===== src/rtl/bus_pkg.sv =====
// Shared encodings for the serial system bus master port: FSM states and frame mode bit.
package bus_pkg;

  typedef enum logic [3:0] {
    IDLE, REQ, DEV, ACKW, FRAME, WRESP, RDATA, SPLIT, DONE
  } state_t;

  localparam logic MODE_WRITE = 1'b1;
  localparam logic MODE_READ  = 1'b0;

endpackage


===== src/rtl/bus_piso.sv =====
// Loadable parallel-in serial-out shifter; bit 0 goes out first and o_last flags the final bit.
module bus_piso #(
  parameter int W  = 21,
  parameter int CW = 5
) (
  input  logic          clk,
  input  logic          rst,
  input  logic          i_load,
  input  logic [W-1:0]  i_data,
  input  logic [CW-1:0] i_len,
  input  logic          i_shift,
  output logic          o_bit,
  output logic          o_last
);

  logic [W-1:0]  r_sreg;
  logic [CW-1:0] r_rem;

  // The remaining-bit count saturates at zero; the register clears after the last bit so the line idles low.
  always_ff @(posedge clk or posedge rst) begin
    if (rst) begin
      r_sreg <= '0;
      r_rem  <= '0;
    end else if (i_load) begin
      r_sreg <= i_data;
      r_rem  <= i_len - CW'(1);
    end else if (i_shift) begin
      if (r_rem == '0) begin
        r_sreg <= '0;
      end else begin
        r_sreg <= r_sreg >> 1;
        r_rem  <= r_rem - CW'(1);
      end
    end
  end

  assign o_bit  = r_sreg[0];
  assign o_last = (r_rem == '0);

endmodule


===== src/rtl/bus_master_port.sv =====
// Serial system bus master: arbitrates, sends device select and frame, then completes write or read.
// Optional feature macro BUS_MPORT_RETRY_EN re-arbitrates after ack timeout up to MAX_RETRY times.
module bus_master_port
  import bus_pkg::*;
#(
  parameter int DEVICE_ADDR_WIDTH = 4,
  parameter int ADDR_WIDTH        = 12,
  parameter int DATA_WIDTH        = 8,
  parameter int ACK_TIMEOUT       = 16
`ifdef BUS_MPORT_RETRY_EN
  , parameter int MAX_RETRY       = 2
`endif
) (
  input  logic                         clk,
  input  logic                         rst,
  input  logic                         req_valid,
  output logic                         req_ready,
  input  logic                         req_write,
  input  logic [DEVICE_ADDR_WIDTH-1:0] req_dev,
  input  logic [ADDR_WIDTH-1:0]        req_addr,
  input  logic [DATA_WIDTH-1:0]        req_wdata,
  output logic                         rsp_valid,
  output logic [DATA_WIDTH-1:0]        rsp_rdata,
  output logic                         rsp_err,
  output logic                         mbreq,
  input  logic                         mbgrant,
  output logic                         mwdata,
  output logic                         mvalid,
  input  logic                         ack,
  input  logic                         sready,
  input  logic                         ssplit,
  input  logic                         split_grant,
  input  logic                         srdata,
  input  logic                         srvalid,
  output state_t                       dbg_state
);

  localparam int FW = 1 + ADDR_WIDTH + DATA_WIDTH;
  localparam int CW = $clog2(FW + 1);
  localparam int TW = $clog2(ACK_TIMEOUT + 1);

  state_t                       r_state, r_ret;
  logic                         r_write;
  logic [DEVICE_ADDR_WIDTH-1:0] r_dev;
  logic [ADDR_WIDTH-1:0]        r_addr;
  logic [DATA_WIDTH-1:0]        r_wdata, r_rshift, r_rsp_rdata;
  logic [TW-1:0]                r_timer;
  logic [CW-1:0]                r_rcnt;
  logic                         r_mbreq, r_mvalid, r_rsp_valid, r_rsp_err;
`ifdef BUS_MPORT_RETRY_EN
  localparam int RW = $clog2(MAX_RETRY + 2);
  logic [RW-1:0]                r_retry;
`endif

  logic          w_load, w_shift, w_bit, w_last;
  logic [FW-1:0] w_load_data;
  logic [CW-1:0] w_load_len;

  always_comb begin
    w_load      = ((r_state == REQ) && r_mbreq && mbgrant) || ((r_state == ACKW) && ack);
    w_shift     = (r_state == DEV) || (r_state == FRAME);
    w_load_data = {r_wdata, r_addr, r_write};
    w_load_len  = (r_write == MODE_WRITE) ? CW'(FW) : CW'(1 + ADDR_WIDTH);
    if (r_state == REQ) begin
      w_load_data = FW'(r_dev);
      w_load_len  = CW'(DEVICE_ADDR_WIDTH);
    end
  end

  bus_piso #(.W(FW), .CW(CW)) u_piso (
    .clk     (clk),
    .rst     (rst),
    .i_load  (w_load),
    .i_data  (w_load_data),
    .i_len   (w_load_len),
    .i_shift (w_shift),
    .o_bit   (w_bit),
    .o_last  (w_last)
  );

  // Core handshake: a request transfers on the cycle req_valid and req_ready are both high; ready is high only in IDLE.
  always_ff @(posedge clk or posedge rst) begin
    if (rst) begin
      r_state     <= IDLE;
      r_ret       <= IDLE;
      r_write     <= MODE_READ;
      r_dev       <= '0;
      r_addr      <= '0;
      r_wdata     <= '0;
      r_rshift    <= '0;
      r_rsp_rdata <= '0;
      r_timer     <= '0;
      r_rcnt      <= '0;
      r_mbreq     <= 1'b0;
      r_mvalid    <= 1'b0;
      r_rsp_valid <= 1'b0;
      r_rsp_err   <= 1'b0;
`ifdef BUS_MPORT_RETRY_EN
      r_retry     <= '0;
`endif
    end else begin
      r_rsp_valid <= 1'b0;
      case (r_state)
        IDLE: if (req_valid) begin
          r_write <= req_write;
          r_dev   <= req_dev;
          r_addr  <= req_addr;
          r_wdata <= req_wdata;
          r_mbreq <= 1'b1;
          r_state <= REQ;
`ifdef BUS_MPORT_RETRY_EN
          r_retry <= '0;
`endif
        end
        // A grant is honoured only once our request is visible to the arbiter.
        REQ: begin
          r_mbreq <= 1'b1;
          if (r_mbreq && mbgrant) begin
            r_mvalid <= 1'b1;
            r_state  <= DEV;
          end
        end
        DEV: if (w_last) begin
          r_mvalid <= 1'b0;
          r_timer  <= '0;
          r_state  <= ACKW;
        end
        ACKW: if (ack) begin
          r_mvalid <= 1'b1;
          r_state  <= FRAME;
        end else if (r_timer == TW'(ACK_TIMEOUT - 1)) begin
`ifdef BUS_MPORT_RETRY_EN
          if (r_retry < RW'(MAX_RETRY)) begin
            r_retry <= r_retry + RW'(1);
            r_mbreq <= 1'b0;
            r_state <= REQ;
          end else
`endif
          begin
            r_mbreq     <= 1'b0;
            r_rsp_valid <= 1'b1;
            r_rsp_err   <= 1'b1;
            r_state     <= DONE;
          end
        end else begin
          r_timer <= r_timer + TW'(1);
        end
        FRAME: if (w_last) begin
          r_mvalid <= 1'b0;
          r_rcnt   <= '0;
          r_state  <= (r_write == MODE_WRITE) ? WRESP : RDATA;
        end
        WRESP: if (ssplit) begin
          r_ret   <= WRESP;
          r_mbreq <= 1'b0;
          r_state <= SPLIT;
        end else if (sready) begin
          r_mbreq     <= 1'b0;
          r_rsp_valid <= 1'b1;
          r_rsp_err   <= 1'b0;
          r_state     <= DONE;
        end
        RDATA: begin
          if (srvalid) r_rshift <= {srdata, r_rshift[DATA_WIDTH-1:1]};
          if (srvalid && (r_rcnt == CW'(DATA_WIDTH - 1))) begin
            r_rsp_rdata <= {srdata, r_rshift[DATA_WIDTH-1:1]};
            r_mbreq     <= 1'b0;
            r_rsp_valid <= 1'b1;
            r_rsp_err   <= 1'b0;
            r_state     <= DONE;
          end else begin
            if (srvalid) r_rcnt <= r_rcnt + CW'(1);
            if (ssplit) begin
              r_ret   <= RDATA;
              r_mbreq <= 1'b0;
              r_state <= SPLIT;
            end
          end
        end
        SPLIT: if (split_grant) begin
          r_mbreq <= 1'b1;
          r_state <= r_ret;
        end
        DONE:    r_state <= IDLE;
        default: r_state <= IDLE;
      endcase
    end
  end

  assign req_ready = (r_state == IDLE);
  assign rsp_valid = r_rsp_valid;
  assign rsp_rdata = r_rsp_rdata;
  assign rsp_err   = r_rsp_err;
  assign mbreq     = r_mbreq;
  assign mvalid    = r_mvalid;
  assign mwdata    = w_bit;
  assign dbg_state = r_state;

endmodule


===== config.mk =====
export PLATFORM = sky130hd
export DESIGN_NAME = bus_master_port
export DESIGN_NICKNAME = d
export VERILOG_FILES = /design/src/rtl/bus_pkg.sv /design/src/rtl/bus_piso.sv /design/src/rtl/bus_master_port.sv
export SDC_FILE = /design/constraint.sdc
export NUM_CORES = 1
export LEC_CHECK = 0
export CORE_MARGIN = 2
export CORE_UTILIZATION = 50
export DETAILED_ROUTE_END_ITERATION = 8
export PLACE_DENSITY = 0.83
export SETUP_SLACK_MARGIN = 0.02
export SLEW_MARGIN = 20
export SYNTH_ARGS = -nofsm -noshare
export SYNTH_HDL_FRONTEND = slang
export SYNTH_SLANG_ARGS = --single-unit

===== constraint.sdc =====
create_clock -name clk -period 4.1 [get_ports clk]
set_input_delay 0.82 -clock clk [delete_from_list [all_inputs] [get_ports clk]]
set_output_delay 0.82 -clock clk [all_outputs]
set_load 0.03 [all_outputs]

Yosys cells after proc, flatten, opt, wreduce, memory -nomap -nowiden
Cells that the tools add are included.
{"block": "totals", "reg_bits": 89, "word_cells": 135}
{"block": "classes", "reduce_logical": 28, "n_eq_ne": 30, "n_addsub": 4, "muxes": 57}
{"operator": "two-way mux 21 bit", "count": 3}
{"operator": "two-way mux 4 bit", "count": 14}
{"operator": "two-way mux 5 bit", "count": 10}
{"operator": "case mux 4 bit (8 select lines)", "count": 1}
{"operator": "inequality test 2 bit, second input constant", "count": 12}
{"operator": "two-way mux 1 bit", "count": 20}
{"operator": "two-way mux 20 bit", "count": 1}
{"operator": "case mux 5 bit (2 select lines)", "count": 2}
{"operator": "equality test 4 x 3 -> 1 bit, second input constant", "count": 4}
{"operator": "AND reduction 4 bit", "count": 4}
{"operator": "inequality test 2 x 1 -> 1 bit, second input constant", "count": 6}
{"operator": "adder 5 x 1 -> 5 bit, second input constant", "count": 2}
{"operator": "subtractor 5 x 1 -> 5 bit, second input constant", "count": 2}
{"operator": "case mux 1 bit (3 select lines)", "count": 3}
{"operator": "equality test 4 x 2 -> 1 bit, second input constant", "count": 2}
{"operator": "case mux 4 bit (2 select lines)", "count": 1}
{"operator": "AND reduction 2 bit", "count": 4}
{"operator": "AND reduction 8 bit", "count": 1}
{"operator": "nonzero test 2 bit", "count": 4}
{"operator": "AND reduction 7 bit", "count": 1}
{"operator": "inequality test 3 bit, second input constant", "count": 2}
{"operator": "case mux 1 bit (6 select lines)", "count": 1}
{"operator": "AND reduction 6 bit", "count": 1}
{"operator": "nonzero test 3 bit", "count": 2}
{"operator": "other kinds (11)", "count": 16}

Depth between registers and ports, before layout
{"block": "depth", "word_depth": 6, "ltp_mapped": 10, "mapped_depth_nobuf": 8}

By module
From an unflattened synthesis, not the netlist that was laid out.
{"block": "unflattened", "cells_unflattened": 433, "area_unflattened_um2": 4556.9}
{"module": "bus_master_port", "n_inst": 1, "area_each_um2": 3163.0, "seq_area_each_um2": 1526.5, "cells_per_inst": 276}
{"module": "bus_piso", "n_inst": 1, "area_each_um2": 1393.8, "seq_area_each_um2": 650.6, "cells_per_inst": 157}

Worst setup path before layout
OpenSTA, ideal clock, no wires.
{"block": "synth_timing", "path_kind": "reg-to-reg", "start": "reg r_state[2] (netlist: dbg_state[2])", "end": "reg r_addr[0]", "t_arrival_ps": 2714, "synth_period_minus_slack_ps": 2838, "stages_incl_launch_ff": 6, "setup_slack_ps": 1262, "setup_time_ps": 125, "required_time_ps": 3975, "cell_sequence": "dfrtp_1 -> buf_2 -> nor4_1 -> nand2_1 -> buf_2 -> mux2_2"}
{"block": "synth_between", "elab_chain_len": 2}
{"element": "from (decl)", "line_no": "bus_master_port.sv:42", "source": "state_t r_state, r_ret;"}
{"element": "from (signal assigned)", "line_no": "bus_master_port.sv:151", "source": "r_state <= (r_write == MODE_WRITE) ? WRESP : RDATA;"}
{"element": "from (signal assigned)", "line_no": "bus_master_port.sv:182", "source": "r_state <= r_ret;"}
{"element": "logical NOT 4 bit"}
{"element": "named net req_ready", "line_no": "bus_master_port.sv:17", "source": "output logic req_ready,"}
{"element": "AND reduction 2 bit (no source line)"}
{"element": "to (signal assigned)", "line_no": "bus_master_port.sv:107", "source": "r_addr <= req_addr;"}
{"element": "to (decl)", "line_no": "bus_master_port.sv:45", "source": "logic [ADDR_WIDTH-1:0] r_addr;"}
The timed path passes the listed nets, and every way through them passes these cells.
A chain may end at the register's enable or synchronous reset.

Worst setup path in the final report
{"block": "layout_timing", "start": "reg r_state[1] (netlist: dbg_state[1])", "end": "out req_ready"}
{"block": "layout_between", "elab_chain_len": 1}
{"element": "logical NOT 4 bit", "line_no": "bus_master_port.sv:190", "source": "assign req_ready = (r_state == IDLE);"}
{"element": "to (decl)", "line_no": "bus_master_port.sv:17"}
Every way passes these cells.

==> impl_metrics.prom <==
# TYPE chip_impl_metric gauge
chip_impl_info{name="critPathLaunchType",value="flop"} 1
chip_impl_metric{name="hold_violations",unit=""} 0
chip_impl_metric{name="gr-total-overflow",unit=""} 0
chip_impl_metric{name="antenna_found_initial",unit=""} 0
chip_impl_metric{name="yosysUniqueCellTypes",unit=""} 54
chip_impl_metric{name="p_leak",unit="nW"} 2.041
chip_impl_metric{name="finish.utilization",unit=""} 0.6213
chip_impl_metric{name="clkLatencyLatePin",unit="ns"} 0.34
chip_impl_metric{name="worst_ir_drop_vdd",unit="V"} 0.0003602
chip_impl_metric{name="width_of_the_die",unit="um"} 94.46
chip_impl_metric{name="fillCellCount",unit=""} 637
chip_impl_info{name="grt_setup_unrepaired",value="no"} 1
chip_impl_metric{name="clock_path_buffers",unit=""} 2
chip_impl_info{name="cts_tree",value="done"} 1
chip_impl_metric{name="netlist_area",unit="um2"} 4091
chip_impl_metric{name="ffs_w_async_s_r_synth",unit=""} 1.000
chip_impl_metric{name="gp_congestion",unit=""} 0.8828
chip_impl_info{name="synth_top_flop_cell",value="sky130_fd_sc_hd__dfrtp_1"} 1
chip_impl_metric{name="cap_viol_max_count",unit=""} 0
chip_impl_metric{name="synth.net_count",unit=""} 400
chip_impl_info{name="most-common-layout-cells",value="87 x sky130_fd_sc_hd__dfrtp_1, 52 x sky130_fd_sc_hd__clkdlybuf4s50_1, 41 x sky130_fd_sc_hd__mux2_2"} 1
chip_impl_metric{name="first_global_vias",unit=""} 3032
chip_impl_metric{name="viasPerCell",unit=""} 5.730
chip_impl_metric{name="layout.nets",unit=""} 450
chip_impl_metric{name="area_growth_syn_to_layout",unit="%"} 19.17
chip_impl_metric{name="synth.yosys.seq_area_share",unit=""} 0.5321
chip_impl_metric{name="timing.final.ws_setup",unit="ns"} 0.8929
chip_impl_info{name="main_combinational_cell_family_by_area_after_synthesis",value="simple AND/OR/NAND/NOR gates"} 1
chip_impl_metric{name="totalWireLength",unit="um"} 7969
chip_impl_metric{name="wire_per_inst",unit="um"} 15.38
chip_impl_metric{name="synth-adder-area-share",unit=""} 0.01223
chip_impl_metric{name="drt_iter0_markers",unit=""} 166
chip_impl_metric{name="postSynthAreaPerCell",unit="um2"} 11.33
chip_impl_metric{name="ys.warnings.count",unit=""} 0
chip_impl_metric{name="cts.hold.buffers_added",unit=""} 0
chip_impl_info{name="status",value="complete, no violations"} 1
chip_impl_metric{name="post_cts_setup_buffer_count",unit=""} 0
chip_impl_metric{name="yosys_register_bits",unit=""} 87
chip_impl_metric{name="clock-sinks",unit=""} 87
chip_impl_metric{name="detail-route-antenna-nets",unit=""} 0
chip_impl_metric{name="timing_max_transition_violations_final",unit=""} 0
chip_impl_info{name="cts.root.buffer_cell",value="sky130_fd_sc_hd__clkbuf_8"} 1
chip_impl_metric{name="timing.final.crit_share",unit=""} 0.7822
chip_impl_metric{name="die_height",unit="um"} 94.46
chip_impl_metric{name="synth.area.mux_share",unit=""} 0.1358
chip_impl_metric{name="worst-slew-pin-transition",unit="ns"} 1.026
chip_impl_metric{name="timing.max_slew.rel_slack",unit=""} 0.3143
chip_impl_metric{name="grt_pass1_wl",unit="um"} 14140
chip_impl_metric{name="cellPowerDensity",unit="nW/um2"} 680.7
chip_impl_metric{name="clkSlewWorstSetupHoldPaths",unit="ns"} 0.08
chip_impl_metric{name="cp.required",unit="ns"} 3.28
chip_impl_metric{name="effective_utilization_at_floorplan",unit=""} 0.5214
chip_impl_metric{name="fmax",unit="MHz"} 311.8
chip_impl_metric{name="drc",unit=""} 0
chip_impl_metric{name="vias",unit=""} 2968
chip_impl_metric{name="area_of_the_die",unit="um2"} 8923
chip_impl_metric{name="floorplan.io_pins",unit=""} 53
chip_impl_metric{name="track_usage",unit=""} 0.2008
chip_impl_metric{name="detailedPlace.worstSlack",unit="ns"} 1.116
chip_impl_metric{name="synth-edff-count",unit=""} 0
chip_impl_metric{name="yosys.area_share.xor_xnor",unit=""} 0.008563
chip_impl_metric{name="clock-skew-final",unit="ns"} 0.006055
chip_impl_metric{name="buffer_ports.inserted",unit=""} 52
chip_impl_metric{name="htree_num_levels",unit=""} 3
chip_impl_metric{name="ctsResizeCount",unit=""} 0
chip_impl_metric{name="synth_compound_gate_area_share",unit=""} 0.1394
chip_impl_info{name="layout_commonest_cell",value="sky130_fd_sc_hd__dfrtp_1"} 1
chip_impl_metric{name="fin_crit_period",unit="ns"} 3.207
chip_impl_info{name="setup.worst_path.end_class",value="output port"} 1
chip_impl_metric{name="synth_simple_gate_area_frac",unit=""} 0.1413
chip_impl_metric{name="timing.critical_path.arrival",unit="ns"} 2.39
chip_impl_metric{name="finalPower",unit="mW"} 3.319
chip_impl_metric{name="floorplan.rows",unit=""} 32
chip_impl_metric{name="netlist_instances",unit=""} 361
chip_impl_info{name="min_path_type",value="flop to flop"} 1
chip_impl_metric{name="grt_max_degree",unit=""} 38
chip_impl_metric{name="dr.pass1.iters",unit=""} 4
chip_impl_metric{name="report.final.setup_viol",unit=""} 0
chip_impl_metric{name="fin_tns_setup",unit="ns"} 0
chip_impl_info{name="timing_worst_setup_path_type",value="flop to output port"} 1
chip_impl_metric{name="antenna_cells",unit=""} 0
chip_impl_metric{name="design.core.area",unit="um2"} 7848
chip_impl_metric{name="hpwlAfterDp",unit="um"} 5694
chip_impl_metric{name="timing.critical_path.fanout_max",unit=""} 24
chip_impl_metric{name="cts_made_buffers",unit=""} 9
chip_impl_metric{name="fraction_of_final_layout_cells_with_drive_strength_greater_than_1",unit=""} 0.1779
## cell type report
type	count	area (um2)	share of cell area
Sequential cell	87	2177	0.4465
Multi-Input combinational cell	247	1789	0.3669
Timing Repair Buffer	57	558.0	0.1144
Clock buffer	10	137.6	0.02823
Tap cell	102	127.6	0.02617
Clock inverter	6	51.30	0.01052
Inverter	9	35.03	0.007185
## cells by family (layout without fill, tap and decap cells)
family,Yosys count,after routing
simple gates,100,100
flops,87,87
fa+ha+maj,4,4
mux,50,50
xor+xnor,4,4
compound gates,89,89
buf+inv,27,82
## critical path, cell delays in order (launching register included)
cell and delay (ns):
sky130_fd_sc_hd__dfrtp_1 0.67, sky130_fd_sc_hd__nor4_1 0.60, sky130_fd_sc_hd__clkdlybuf4s50_1 0.77
## cells in the mapped netlist, types with 6 or more instances
| cell | number | area share |
|---|---|---|
| sky130_fd_sc_hd__mux2_2 | 41 | 0.11 |
| sky130_fd_sc_hd__a21oi_1 | 8 | 0.0098 |
| sky130_fd_sc_hd__a22oi_1 | 19 | 0.035 |
| sky130_fd_sc_hd__o21ai_1 | 13 | 0.016 |
| sky130_fd_sc_hd__buf_2 | 10 | 0.012 |
| sky130_fd_sc_hd__o21ai_0 | 25 | 0.031 |
| sky130_fd_sc_hd__clkbuf_1 | 6 | 0.0055 |
| sky130_fd_sc_hd__nor2_1 | 12 | 0.011 |
| sky130_fd_sc_hd__nand3_1 | 11 | 0.013 |
| sky130_fd_sc_hd__nand2_1 | 32 | 0.029 |
| sky130_fd_sc_hd__mux2i_1 | 6 | 0.015 |
| sky130_fd_sc_hd__inv_1 | 9 | 0.0083 |
| sky130_fd_sc_hd__nand2b_1 | 7 | 0.011 |
| sky130_fd_sc_hd__dfrtp_1 | 87 | 0.53 |
## power by group
part | total (mW) | switching (mW) | internal (mW)
Sequential | 1.45 | 0.289 | 1.17
Combinational | 1.30 | 0.688 | 0.617
Clock | 0.560 | 0.312 | 0.248
## layer usage
layer | GRT usage | wire length (um)
met3 | 0.02953 | 321
met5 | 0 | 0
met2 | 0.3131 | 3825
met1 | 0.2780 | 3683
met4 | 0.09662 | 139
## path summary, 6_finish.rpt
path	from	end	slack [ns]	depth (start not counted)
setup / recovery	dbg_state[1]$_DFFE_PP0P_	req_ready	0.89	2
hold / removal	r_timer[3]$_DFFE_PP0P_	r_timer[3]$_DFFE_PP0P_	0.49	1
setup reg to reg	dbg_state[1]$_DFFE_PP0P_	u_piso.r_rem[4]$_DFFE_PP0P_	1.32	8
hold reg to reg	r_timer[3]$_DFFE_PP0P_	r_timer[3]$_DFFE_PP0P_	0.49	1
max in group asynchronous	rst	r_timer[1]$_DFFE_PP0P_	2.47	3
min in group asynchronous	rst	r_wdata[2]$_DFFE_PP0P_	0.83	2
## stage by stage
| step | std cells | instance area [um2] | hold slack [ns] |
|---|---|---|---|
| final | 518 | 4876 | 0.4893 |
| after global routing | 518 | 4876 | 0.5164 |
| after global placement | 502 | 4687 | 0.4612 |
| after CTS | 518 | 4876 | 0.4936 |
| after detailed placement | 502 | 4687 | 0.4764 |
| after floorplan | 361 | 4091 | 0.4375 |
## registers in the layout, summed over array words and instances, names as in the netlist, 5 cells and up
signal,count
u_piso.r_rem,5
r_rcnt,5
r_wdata,8
r_rshift,7
r_addr,12
rsp_rdata,8
r_timer,5
u_piso.r_sreg,21
Power figures use the tool's default switching activity.
